<file path="src/rtl/sum_ch_pkg.sv">
// rtl/sum_ch_pkg.sv - shared constants and state type for the uplink sum scheduler
// Contents:
//   NUM_CH  - channels feeding the summer (fixed by the 4-input adder tree)
//   DW      - per-channel I/Q sample width
//   ADD_LAT - summer pipeline latency in clk cycles
//   FLW     - frame-length counter width
//   SUM_W   - summer output width (two adder stages, full precision)
//   state_t - scheduler FSM states
package sum_ch_pkg;

    localparam int NUM_CH  = 4;
    localparam int DW      = 16;
    localparam int ADD_LAT = 2;
    localparam int FLW     = 16;
    localparam int SUM_W   = DW + 2;

    typedef enum logic {
        IDLE = 1'b0,
        RUN  = 1'b1
    } state_t;

endpackage

</file>
<file path="src/rtl/sum_ch_if.sv">
// rtl/sum_ch_if.sv - per-channel I/Q sample stream bundle (valid/ready handshake)
// Signals:
//   ch_valid  - per-channel sample valid (source -> scheduler)
//   ch_ready  - per-channel pop; a sample is consumed when valid & ready
//   ch_data_i - I samples, channel n at [n*DW +: DW]
//   ch_data_q - Q samples, channel n at [n*DW +: DW]
// Modports: master = sample source, slave = scheduler.
interface sum_ch_if #(
    parameter int NUM_CH = 4,
    parameter int DW     = 16
);

    logic [NUM_CH-1:0]    ch_valid;
    logic [NUM_CH-1:0]    ch_ready;
    logic [NUM_CH*DW-1:0] ch_data_i;
    logic [NUM_CH*DW-1:0] ch_data_q;

    modport master (
        output ch_valid,
        output ch_data_i,
        output ch_data_q,
        input  ch_ready
    );

    modport slave (
        input  ch_valid,
        input  ch_data_i,
        input  ch_data_q,
        output ch_ready
    );

endinterface

</file>
<file path="src/rtl/sum_ch_vld_dly.sv">
// rtl/sum_ch_vld_dly.sv - fixed-depth shift register that carries fire markers alongside the summer pipeline
// Ports:
//   clk  - clock, rising edge
//   rst  - synchronous active-high reset, clears every stage
//   din  - marker bits entering the line
//   dout - marker bits after DEPTH cycles
module sum_ch_vld_dly #(
    parameter int DEPTH = 3,
    parameter int W     = 3
) (
    input  logic         clk,
    input  logic         rst,
    input  logic [W-1:0] din,
    output logic [W-1:0] dout
);

    logic [W-1:0] stage [DEPTH];

    always_ff @(posedge clk) begin
        if (rst) begin
            for (int i = 0; i < DEPTH; i++) begin
                stage[i] <= '0;
            end
        end else begin
            stage[0] <= din;
            for (int i = 1; i < DEPTH; i++) begin
                stage[i] <= stage[i-1];
            end
        end
    end

    assign dout = stage[DEPTH-1];

endmodule

</file>
<file path="src/rtl/sum_ch_sched.sv">
// rtl/sum_ch_sched.sv - four-channel uplink sum scheduler: aligns, masks and registers samples for the summer
// Ports:
//   clk, rst          - clock and synchronous active-high reset
//   cfg_ch_en         - requested channel enable mask (taken at frame boundaries)
//   cfg_frame_len     - samples per frame, 0 behaves as 1 (taken at frame boundaries)
//   cfg_stall_max     - stall timeout in cycles, 0 disables the timeout
//   ch                - per-channel valid/ready/data streams (slave side)
//   sum_in_i/sum_in_q - registered masked samples for the summer
//   sum_vld           - valid, aligned with the summer output
//   frame_start/end   - frame markers aligned with sum_vld
//   underrun          - sticky, set by any timeout-forced fire
//   underrun_cnt      - saturating count of timeout-forced fires
//   busy              - scheduler is in RUN
module sum_ch_sched #(
    parameter int NUM_CH  = sum_ch_pkg::NUM_CH,
    parameter int DW      = sum_ch_pkg::DW,
    parameter int ADD_LAT = sum_ch_pkg::ADD_LAT,
    parameter int FLW     = sum_ch_pkg::FLW
) (
    input  logic                 clk,
    input  logic                 rst,
    input  logic [NUM_CH-1:0]    cfg_ch_en,
    input  logic [FLW-1:0]       cfg_frame_len,
    input  logic [7:0]           cfg_stall_max,
    sum_ch_if.slave              ch,
    output logic [NUM_CH*DW-1:0] sum_in_i,
    output logic [NUM_CH*DW-1:0] sum_in_q,
    output logic                 sum_vld,
    output logic                 frame_start,
    output logic                 frame_end,
    output logic                 underrun,
    output logic [15:0]          underrun_cnt,
    output logic                 busy
);

    import sum_ch_pkg::*;

    state_t              state;
    logic [NUM_CH-1:0]   act_en;
    logic [FLW-1:0]      flen;
    logic [FLW-1:0]      samp_cnt;
    logic [7:0]          stall_cnt;

    logic                fire_all;
    logic                any_vld;
    logic                timeout;
    logic                fire;
    logic                is_last;
    logic [FLW-1:0]      last_idx;
    logic [NUM_CH-1:0]   pop;
    logic [2:0]          mark_in;
    logic [2:0]          mark_out;

    always_comb begin
        // Disabled channels never hold up a fire.
        fire_all = &(ch.ch_valid | ~act_en);
        any_vld  = |(ch.ch_valid & act_en);
        timeout  = (cfg_stall_max != 8'd0) && (stall_cnt == cfg_stall_max);
        fire     = (state == RUN) && (fire_all || timeout);
        last_idx = (flen <= FLW'(1)) ? '0 : flen - FLW'(1);
        is_last  = (samp_cnt == last_idx);
        pop      = fire ? (act_en & ch.ch_valid) : '0;
        mark_in  = {fire, fire && (samp_cnt == '0), fire && is_last};
    end

    assign ch.ch_ready = pop;
    assign busy        = (state == RUN);

    always_ff @(posedge clk) begin
        if (rst) begin
            state        <= IDLE;
            act_en       <= '0;
            flen         <= '0;
            samp_cnt     <= '0;
            stall_cnt    <= '0;
            sum_in_i     <= '0;
            sum_in_q     <= '0;
            underrun     <= 1'b0;
            underrun_cnt <= '0;
        end else begin
            case (state)
                IDLE: begin
                    act_en    <= cfg_ch_en;
                    flen      <= cfg_frame_len;
                    samp_cnt  <= '0;
                    stall_cnt <= '0;
                    if (cfg_ch_en != '0) begin
                        state <= RUN;
                    end
                end
                RUN: begin
                    if (fire) begin
                        stall_cnt <= '0;
                        // Popped channels carry data; missing or disabled ones are zeroed.
                        for (int n = 0; n < NUM_CH; n++) begin
                            sum_in_i[n*DW +: DW] <= pop[n] ? ch.ch_data_i[n*DW +: DW] : '0;
                            sum_in_q[n*DW +: DW] <= pop[n] ? ch.ch_data_q[n*DW +: DW] : '0;
                        end
                        // A timeout that coincides with everyone arriving is a normal fire.
                        if (!fire_all) begin
                            underrun <= 1'b1;
                            if (underrun_cnt != 16'hFFFF) begin
                                underrun_cnt <= underrun_cnt + 16'd1;
                            end
                        end
                        if (is_last) begin
                            samp_cnt <= '0;
                            act_en   <= cfg_ch_en;
                            flen     <= cfg_frame_len;
                            if (cfg_ch_en == '0) begin
                                state <= IDLE;
                            end
                        end else begin
                            samp_cnt <= samp_cnt + FLW'(1);
                        end
                    end else if (any_vld && (stall_cnt != 8'hFF)) begin
                        stall_cnt <= stall_cnt + 8'd1;
                    end
                end
                default: state <= IDLE;
            endcase
        end
    end

    // One cycle for the sum_in register plus the summer's own latency.
    sum_ch_vld_dly #(
        .DEPTH (ADD_LAT + 1),
        .W     (3)
    ) u_vld_dly (
        .clk  (clk),
        .rst  (rst),
        .din  (mark_in),
        .dout (mark_out)
    );

    assign sum_vld     = mark_out[2];
    assign frame_start = mark_out[1];
    assign frame_end   = mark_out[0];

endmodule

</file>
<file path="src/flat_wrapper.sv">
// flat-port wrapper written by rule: the top's interface ports become plain ports
module sum_ch_sched_flat import sum_ch_pkg::*;
#(
    parameter int NUM_CH  = sum_ch_pkg::NUM_CH,
    parameter int DW      = sum_ch_pkg::DW,
    parameter int ADD_LAT = sum_ch_pkg::ADD_LAT,
    parameter int FLW     = sum_ch_pkg::FLW
)
  (clk, rst, cfg_ch_en, cfg_frame_len, cfg_stall_max, sum_in_i, sum_in_q, sum_vld, frame_start, frame_end, underrun, underrun_cnt, busy, ch_ch_valid, ch_ch_data_i, ch_ch_data_q, ch_ch_ready);
  sum_ch_if #(.NUM_CH(NUM_CH), .DW(DW)) ch_i ();
  input  logic clk;
  input  logic rst;
  input  logic [NUM_CH-1:0] cfg_ch_en;
  input  logic [FLW-1:0] cfg_frame_len;
  input  logic [7:0] cfg_stall_max;
  output logic [NUM_CH*DW-1:0] sum_in_i;
  output logic [NUM_CH*DW-1:0] sum_in_q;
  output logic sum_vld;
  output logic frame_start;
  output logic frame_end;
  output logic underrun;
  output logic [15:0] underrun_cnt;
  output logic busy;
  input wire logic [$bits(ch_i.ch_valid)-1:0] ch_ch_valid;
  input wire logic [$bits(ch_i.ch_data_i)-1:0] ch_ch_data_i;
  input wire logic [$bits(ch_i.ch_data_q)-1:0] ch_ch_data_q;
  output wire logic [$bits(ch_i.ch_ready)-1:0] ch_ch_ready;
  assign ch_i.ch_valid = ch_ch_valid;
  assign ch_i.ch_data_i = ch_ch_data_i;
  assign ch_i.ch_data_q = ch_ch_data_q;
  assign ch_ch_ready = ch_i.ch_ready;
  sum_ch_sched #(.NUM_CH(NUM_CH), .DW(DW), .ADD_LAT(ADD_LAT), .FLW(FLW)) u_core (.clk(clk), .rst(rst), .cfg_ch_en(cfg_ch_en), .cfg_frame_len(cfg_frame_len), .cfg_stall_max(cfg_stall_max), .ch(ch_i), .sum_in_i(sum_in_i), .sum_in_q(sum_in_q), .sum_vld(sum_vld), .frame_start(frame_start), .frame_end(frame_end), .underrun(underrun), .underrun_cnt(underrun_cnt), .busy(busy));
endmodule
</file>
<file path="config.mk">
export PLATFORM = sky130hd
export DESIGN_NAME = sum_ch_sched_flat
export DESIGN_NICKNAME = d
export VERILOG_FILES = /design/src/rtl/sum_ch_pkg.sv /design/src/rtl/sum_ch_if.sv /design/src/rtl/sum_ch_vld_dly.sv /design/src/rtl/sum_ch_sched.sv /design/src/flat_wrapper.sv
export SDC_FILE = /design/constraint.sdc
export NUM_CORES = 1
export LEC_CHECK = 0
export ABC_AREA = 1
export BUFFER_PORTS_ARGS = -buffer_cell sky130_fd_sc_hd__buf_2
export CORE_MARGIN = 4
export CORE_UTILIZATION = 50
export DETAILED_ROUTE_END_ITERATION = 7
export PLACE_DENSITY = 0.78
export SLEW_MARGIN = 10
export SYNTH_ARGS = -nofsm -noshare
export SYNTH_HDL_FRONTEND = slang
export SYNTH_SLANG_ARGS = --single-unit
</file>
<file path="constraint.sdc">
create_clock -name clk -period 2.75 [get_ports clk]
set_input_delay 0.4125 -clock clk [delete_from_list [all_inputs] [get_ports clk]]
set_output_delay 0.4125 -clock clk [all_outputs]
set_load 0.02 [all_outputs]
</file>
### After elaboration in Yosys (flattened, before gate mapping)

Memories as Yosys holds them, arrays and structs flattened.
Index checks and enable logic that the tools add are counted.

* output and inout port bits: 153
* memory bits (writable): 9
* bits in registers: 190
* memories kept: 1
* logic and storage cells: 79

* equal/unequal tests: 7
* bitwise gates (word level): 8
* mux-type cells: 33
* add/subtract/negate cells: 4
* reduce and logical (&&, ||, !) cells: 16
* $lt $le $gt $ge: 1

Memory list
* u_core.u_vld_dly.stage: words 3, bits a word 3, read ports 3, clocked after memory_dff 0, write ports 3, line sum_ch_vld_dly.sv:17 `logic [W-1:0] stage [DEPTH];`

Operator list (number)
* $mux W16: 13
* $pmux W16 S2: 2
* $add A16 B1 Y16 const B: 2
* $eq A16 B16 Y1: 1
* $le A16 B1 Y1 const B: 1
* $logic_not A16 Y1: 1
* $mux W8: 2
* $ne A16 B16 Y1 const B: 1
* $pmux W8 S2: 1
* $sub A16 B1 Y16 const B: 1
* $mux W4: 3
* $mux W3: 3
* $add A8 B1 Y8 const B: 1
* $eq A8 B8 Y1: 1
* $ne A8 B8 Y1 const B: 1
* $pmux W4 S2: 1
* $reduce_and A4 Y1: 2
* $reduce_bool A8 Y1: 1
* $mux W1: 7
* $logic_and A1 B1 Y1: 5
* $and A4 B4 Y4: 1
* $logic_not A4 Y1: 1
* $ne A2 B2 Y1 const B: 2
* $not A4 Y4: 1
* other kinds (10): 14

### Depth between registers and ports, before layout

Gate-level depths: netlist of the first run.

* depth after elaboration: 7
* gate-level depth with buffers: 20
* depth with buffers taken out: 19

### Hierarchy

From an unflattened synthesis of the first run, not the netlist that was laid out.

* cell total of the unflattened synthesis: 1236
* area total of the unflattened synthesis: 8694.6 um^2

Modules (own cells, without submodules)
* sum_ch_sched: cells each 1205, area an instance 8413.1 um^2, instances 1
* sum_ch_vld_dly: cells each 31, area an instance 281.5 um^2, instances 1

### Worst setup path before layout of the first run

Ideal clock, no wire load.

* path kind: flip-flop to flip-flop
* start: register u_core.flen[0]
* end: register u_core.act_en[0]
* cell stages (with the launch flop): 19
* required time: 2635 ps
* clock period less this slack: 2182 ps
* setup slack: 568 ps
* arrival: 2067 ps
* cell sequence: dfxtp_1 -> inv_1 -> ha_1 -> inv_1 -> nand2_1 -> nand2_1 -> nor2_1 -> nand2_2 -> buf_2 -> nand4_1 -> nand2_1 -> nand3_1 -> nor2_1 -> nand3_2 -> nand2_4 -> buf_4 -> nand3_1 -> nand2_1 -> nor2_1

* cells in the longest elaborated chain, start to end: 5
* elaborated cells on any way between the ends: 6

Ends and longest elaborated chain
* start, declared: line sum_ch_sched.sv:40 `logic [FLW-1:0] flen;`
* start signal, assigned: line sum_ch_sched.sv:84 `flen <= cfg_frame_len;`
* start signal, assigned: line sum_ch_sched.sv:109 `flen <= cfg_frame_len;`
* $sub A16 B1 Y16 or $le A16 B1 Y1 (tied branches): line sum_ch_sched.sv:60 `last_idx = (flen <= FLW'(1)) ? '0 : flen - FLW'(1);`
* $mux W16 (*): line sum_ch_sched.sv:60
* $eq A16 B16 Y1 (*): line sum_ch_sched.sv:61 `is_last = (samp_cnt == last_idx);`
* $ne A2 B2 Y1 (no line) (*)
* $reduce_and A2 Y1 (no line) (*)
* end signal, assigned: line sum_ch_sched.sv:83 `act_en <= cfg_ch_en;`
* end signal, assigned: line sum_ch_sched.sv:108 `act_en <= cfg_ch_en;`
* end, declared: line sum_ch_sched.sv:39 `logic [NUM_CH-1:0] act_en;`

Mark *: on every way between the ends. The rest lies on a longest branch, timed or not.
A chain may end at the register's enable or synchronous reset.

### Final worst setup path of the first run

* start: register u_core.stall_cnt[3]
* end: output port ch_ch_ready[3]

* cells in the longest elaborated chain, start to end: 5

Ends and longest elaborated chain
* start, declared: line sum_ch_sched.sv:42 `logic [7:0] stall_cnt;`
* start signal, assigned: line sum_ch_sched.sv:117 `stall_cnt <= stall_cnt + 8'd1;`
* $eq A8 B8 Y1: line sum_ch_sched.sv:58 `timeout = (cfg_stall_max != 8'd0) && (stall_cnt == cfg_stall_max);`
* $logic_and A1 B1 Y1: line sum_ch_sched.sv:58
* $logic_or A1 B1 Y1: line sum_ch_sched.sv:59 `fire = (state == RUN) && (fire_all || timeout);`
* $logic_and A1 B1 Y1: line sum_ch_sched.sv:59
* $mux W4: line sum_ch_sched.sv:62 `pop = fire ? (act_en & ch.ch_valid) : '0;`
* end, declared: line flat_wrapper.sv:27 `output wire logic [$bits(ch_i.ch_ready)-1:0] ch_ch_ready;`

Every way passes these cells.

==> metrics.md, run 1 <==
| Metric | Value |
|---|---|
| Status | `completed` |
| Multi-input logic area | `about 0.004 mm^2` |
| First-pass GRT wire length | `between 40000 and 50000 um` |
| Distinct cells, synth | `36` |
| Pwr/cell area | `605 mW/mm^2` |
| WP data arrival | `2.18 ns` |
| Core area | `0.0167 mm^2` |
| Number of synthesized flops with an enable pin | `0` |
| Leak Pwr | `around 5 nW` |
| Met3 GRT Util | `between 8 and 9%` |
| DRC | `0` |
| Die ar. | `about 0.019 mm^2` |
| Final GP Congestion | `around 0.9` |
| Number of global-route vias before repair | `~7.9k` |
| FFs w/ async S/R, synth | `0%` |
| Avg Synthesized Cell Area | `about 7 um^2` |
| GRT Residual Overflow | `0` |
| Worst setup margin | `around 0.16 ns` |
| Met1 usage | `35.8%` |
| Most common cell after layout, fill and taps aside | `nand2_1` |
| Initial antenna violation count | `3` |
| Met2 Usage GRT | `roughly 40%` |
| Die X | `roughly 140 um` |
| Pre-antenna DRT Iters | `5` |
| Clk buf depth | `2` |
| Max-slew violations | `0` |
| Placed inst area | `~0.010 mm^2` |
| DP HPWL | `approximately 20000 um` |
| H-tree depth | `4` |
| Pre-CTS setup slack | `0.203 ns` |
| Critical path class | `reg -> out` |
| Yosys Warn Count | `0` |
| Site row count | `47` |
| CTS buffer count | `17` |
| Grt peak-use layer | `met2` |
| Worst VDD drop | `around 0.43 mV` |
| CP Capture Type | `primary output` |
| Final wirelength | `around 27000 um` |
| FILL cells | `approximately 1.5k` |
| DR vias | `around 8.9k` |
| Share of synthesized area occupied by flip-flops and latches | `a little under half` |
| CP max FO | `7` |
| Worst hold path class | `in -> reg` |
| Final Instance Area | `between 0.01 and 0.015 mm^2` |
| WP data required | `between 2 and 2.5 ns` |
| Reg area | `roughly 0.004 mm^2` |
| Tot Pwr | `~6.7 mW` |
| Largest net degree at the start of global routing | `121` |
| Io pins | `approximately 320` |
| CP startpoint kind | `register` |
| Via/cell ratio | `just over 5` |
| Final Hold Viols | `0` |
| DIE HEIGHT | `approximately 140 um` |
| Top FF cell, synth | `dfxtp_1` |
| Final setup vio count | `0` |
| Area growth syn-to-layout | `28.7%` |
| CTS tree | `built` |
| Antenna viol nets, final | `0` |
| Mapped cell area | `approximately 0.0086 mm^2` |
| Starting density of the core | `between 50% and 60%` |
| Worst slew pin tran | `approximately 0.53 ns` |
| Synthesized Nets | `approximately 1.4k` |
| Commonest cells after routing, fill and taps aside | `nand2_1 (409), buf_2 (313), dfxtp_1 (195)` |
| Hold_buf cts | `0` |
| Yosys reg bits | `approximately 200` |
| Clock skew | `about 0.013 ns` |
| Peak Freq | `approximately 0.39 GHz` |
| Wire length per cell | `around 16 um` |
| Max_slew headroom | `roughly two thirds` |
| All-layer global routing usage | `26.5%` |
| MaxCap Viol Count | `0` |
| Final TNS setup | `0 ns` |
| CTS clk-pin slew, worst paths | `roughly 0.070 ns` |
| Minimum clock period after layout | `~2.6 ns` |
| Clk Latency, worst-skew pair | `0.44 ns` |
| Nets@finish | `between 1.5k and 2k` |
| Period utilization | `94.2%` |
| Sinks on the clock net | `~200` |
| Post-Syn Instances | `approximately 1.2k` |
| Clock root cell | `clkbuf_16` |
| Share of cells above drive strength 1 | `25.9%` |
| # port buffers | `roughly 310` |
| Drt first-iter violations | `between 700 and 800` |
[per-layer routing]
metal  share of wire (%)  vias to the layer above  wire length (um)
met3                 9.4                       56              2540
met1                  43                     3959             11600
li1                    -                     4494                 -
met4                 2.7                        4               740
met2                  45                      386             12100
met5                0.13                        -                34
[Yosys cell counts, types with 2 or more instances]
cell	n	area [um^2]
nand2_1	409	1540
dfxtp_1	199	3980
a21oi_1	169	846
inv_1	96	360
nor2_1	80	300
nand3_1	70	350
clkbuf_1	30	113
nor3_1	29	145
buf_2	23	115
nand4_1	21	131
xor2_1	16	140
o21ai_0	13	65.1
nor4_1	9	56.3
buf_6	6	67.6
ha_1	6	75.1
nor2_2	5	31.3
xnor2_1	5	43.8
o22ai_1	4	25.0
a31oi_1	3	18.8
buf_1	2	7.51
nand2_2	2	12.5
o21bai_1	2	15.0
o31ai_1	2	15.0
[power by group]
part           total, mW  switching [mW]  internal, mW
Sequential          3.05          0.0775          2.97
Clock               2.47            1.25          1.22
Combinational       1.15           0.739         0.413
[state kept, by name, indices dropped and copies added, names as in the netlist]
signal and cells:
u_core.sum_in_i 64, u_core.sum_in_q 64, u_core.flen 16, u_core.samp_cnt 16, u_core.underrun_cnt 16, u_core.u_vld_dly.stage 9
u_core.stall_cnt 8, u_core.act_en 4, u_core.busy 1, u_core.underrun 1
[kinds of logic after synthesis]
logic type / synth area share (%)
compound gates: 11.9
xor+xnor: 2.15
fa+ha+maj: 0.877
buf+inv: 7.87
flops: 46.5
simple gates: 30.7
[critical path: stages (launching register included)]
cell and delay, ns:
dfxtp_1 0.46, xor2_1 0.12, nor3_2 0.19, nand3_2 0.19, a21oi_4 0.28, nand3_1 0.16
inv_2 0.15, buf_2 0.20
[final cells by class]
| cell class | count | area share [%] |
|---|---|---|
| Clock inverter | 14 | 1.40 |
| Antenna cell | 2 | 0.0454 |
| Clock buffer | 18 | 3.89 |
| Sequential cell | 199 | 36.2 |
| Inverter | 97 | 3.32 |
| Multi-Input combinational cell | 857 | 35.7 |
| Tap cell | 220 | 2.50 |
| Timing Repair Buffer | 337 | 17.0 |
[worst paths after layout]
| check | start | endpoint | slack [ns] | cells after the start |
|---|---|---|---|---|
| setup / recovery | u_core.stall_cnt[3] | ch_ch_ready[3] | 0.16 | 7 |
| setup reg to reg | u_core.flen[0] | u_core.busy | 0.20 | 19 |
| hold / removal | cfg_ch_en[1] | u_core.busy | 0.21 | 3 |
| hold reg to reg | u_core.u_vld_dly.stage[0][1] | u_core.u_vld_dly.stage[0][4] | 0.40 | 2 |
[metrics by stage]
step / utilization [%] / hold WS [ns] / instances
5_1_grt: 66.0 / 0.204 / 1743
2_1_floorplan: - / 0.388 / 1214
4_1_cts: 65.3 / 0.191 / 1735
3_3_place_gp: 61.8 / 0.391 / 1703
6_report: 66.0 / 0.210 / 1744
3_5_place_dp: 61.8 / 0.394 / 1703
[what timing repair did]
action,CTS,global route
pin swaps,0,3
setup endpoints to repair,2,36
cloned,0,3
setup buffers,0,4
resized for setup,2,11
No activity file was read; power rests on OpenSTA's default activity.
==> inputs of run 2 (changes only) <==
==> constraint.sdc (replaced) <==
create_clock -name clk -period 2.75 [get_ports clk]
set_input_delay 0.275 -clock clk [delete_from_list [all_inputs] [get_ports clk]]
set_output_delay 0.275 -clock clk [all_outputs]
set_load 0.1 [all_outputs]
==> metrics.md, run 2 (synthesis gave the netlist of run 1 again) <==
| Metric | Value |
|---|---|
| Status | `completed` |
| Io pins | `roughly 320` |
| Clk Latency, worst-skew pair | `between 0.4 and 0.5 ns` |
| First-pass GRT wire length | `about 43000 um` |
| CP startpoint kind | `register` |
| Final setup vio count | `0` |
| Fin cells | `between 1.5k and 2k` |
| Dpl cells | `approximately 1.7k` |
| All-layer global routing usage | `between 20% and 30%` |
| Minimum clock period after layout | `approximately 2.6 ns` |
| Clk network pwr share | `between 30% and 40%` |
| Pwr/cell area | `roughly 620 mW/mm^2` |
| Hold_buf cts | `0` |
| Worst VDD drop | `0.527 mV` |
| DRC | `0` |
| Pre-antenna DRT Iters | `5` |
| Clk buf depth | `2` |
| DP HPWL | `approximately 20000 um` |
| MaxCap Viol Count | `0` |
| Drt first-iter violations | `721` |
| Final Core Density | `66.2%` |
| H-tree depth | `4` |
| Initial antenna violation count | `3` |
| CTS clk-pin slew, worst paths | `about 0.07 ns` |
| CP cell instances | `xnor2_1 -> nand2_1 -> nor3_2 -> nand3_2 -> a21oi_4 -> nand3_1 -> inv_1 -> buf_12 -> buf_12` |
| Worst path slowest cell | `dfxtp_1` |
| Clock skew | `around 0.014 ns` |
| Commonest cells after routing, fill and taps aside | `nand2_1 (409), buf_2 (309), dfxtp_1 (198)` |
| Die X | `approximately 140 um` |
| # port buffers | `around 310` |
| Logic pwr share | `a little over a fifth` |
| Via/cell ratio | `about 5.1` |
| Most used cell, CP | `buf_12` |
| Worst hold path class | `in -> reg` |
| Clock root cell | `clkbuf_16` |
| Wire length per cell | `15.6 um` |
| CTS buffer count | `17` |
| Final GP Congestion | `around 0.88` |
| Core area | `about 0.017 mm^2` |
| CTS tree | `built` |
| WP data required | `around 2.5 ns` |
| WP data arrival | `roughly 2.3 ns` |
| Net Sw Frac | `33.2%` |
| Biggest regs | `u_core.sum_in_i (64), u_core.sum_in_q (64)` |
| Largest net degree at the start of global routing | `around 130` |
| CP Buf/Inv Count | `3` |
| NetSw | `around 2.3 mW` |
| GRT Residual Overflow | `0` |
| Final Hold Viols | `0` |
| Peak Freq | `0.383 GHz` |
| Final wirelength | `~27000 um` |
| Leak Pwr | `approximately 5 nW` |
| Nets@finish | `1677` |
| Top delay family on crit path | `simple AND/OR/NAND/NOR gates` |
| Worst slew pin tran | `around 0.62 ns` |
| Sinks on the clock net | `199` |
| Max_slew headroom | `58.7%` |
| Max-slew violations | `0` |
| Period utilization | `a little over nine tenths` |
| CP Capture Type | `primary output` |
| Site row count | `47` |
| CP max FO | `33` |
| DIE HEIGHT | `139 um` |
| Most common cell after layout, fill and taps aside | `nand2_1` |
| Area growth syn-to-layout | `29.1%` |
| Antenna viol nets, final | `0` |
| DR vias | `8936` |
| Number of global-route vias before repair | `approximately 8k` |
| Critical path class | `reg -> out` |
| Critical Path Max Stage Delay | `0.40 ns` |
| Internal Power | `~4.6 mW` |
| Die ar. | `0.0193 mm^2` |
| Share of cells above drive strength 1 | `around 26%` |
| Sequential Power Share | `approximately 44%` |
| Starting density of the core | `51.3%` |
==> run 2: cell types whose count changed in the layout (fill, tap and decap cells not counted), moves of 2 or more <==
cell,previous run,this run
dfxtp_1,195,198
clkinv_2,1,3
buf_2,313,309
buf_12,7,11
nand2_4,1,3
nand2_2,3,1
inv_1,92,94
inv_8,5,2
dfxtp_2,4,1
inv_2,4,1
==> run 2: final cells by class <==
type | count | area (um^2)
Sequential cell | 199 | 3990
Clock buffer | 20 | 447
Antenna cell | 1 | 2.50
Multi-Input combinational cell | 857 | 3950
Inverter | 97 | 369
Fill cell | 1449 | 5640
Tap cell | 220 | 275
Clock inverter | 12 | 116
Timing Repair Buffer | 337 | 1910
==> run 2: worst paths after layout <==
path                                      from                      endpoint  slack (ns)  depth (start not counted)
setup / recovery           u_core.stall_cnt[0]                ch_ch_ready[3]        0.14                          9
hold / removal                    cfg_ch_en[1]                   u_core.busy        0.08                          3
setup reg to reg                u_core.flen[0]                   u_core.busy        0.27                         19
hold reg to reg   u_core.u_vld_dly.stage[0][3]  u_core.u_vld_dly.stage[0][6]        0.40                          2
==> run 2: metrics by stage <==
step	setup slack [ns]	cell area (um^2)	setup TNS [ns]	hold WS, ns	total power, mW
floorplan	0.242	8560	0	0.388	4.14
global placement	0.208	10400	0	0.395	4.50
detailed placement	0.0669	10400	0	0.395	4.51
CTS	0.00895	11000	0	0.0668	6.88
global route	-0.00968	11100	-0.00968	0.0720	7.20
finish	0.140	11100	0	0.0755	6.88
==> run 2: power groups by stage <==
| stage | sequential [mW] | clock (mW) | combinational, mW |
|---|---|---|---|
| 4_1_cts | 3.04 | 2.42 | 1.41 |
| 6_report | 3.05 | 2.39 | 1.44 |
| 5_1_grt | 3.06 | 2.57 | 1.58 |
| 3_3_place_gp | 3.11 | 0 | 1.39 |
| 3_5_place_dp | 3.11 | 0 | 1.40 |
| 2_1_floorplan | 3.43 | 0 | 0.714 |
==> run 2: repair_timing <==
item	CTS	global route
resized for setup	1	10
gates cloned	0	2
setup buffers	0	2
pin swaps	0	3
setup endpoints to repair	1	38
==> run 2: tightest hold or removal path, stage by stage <==
cell     delay (ns)
buf_2          0.09
o31ai_1        0.06
nand2_1        0.06
==> run 2: routing by layer <==
layer | track usage [%] | share of wire (%)
met1 | 35.3 | 42
met2 | 40.9 | 44
met3 | 9.31 | 9.7
met4 | 9.94 | 3.8
met5 | 0 | 0.15
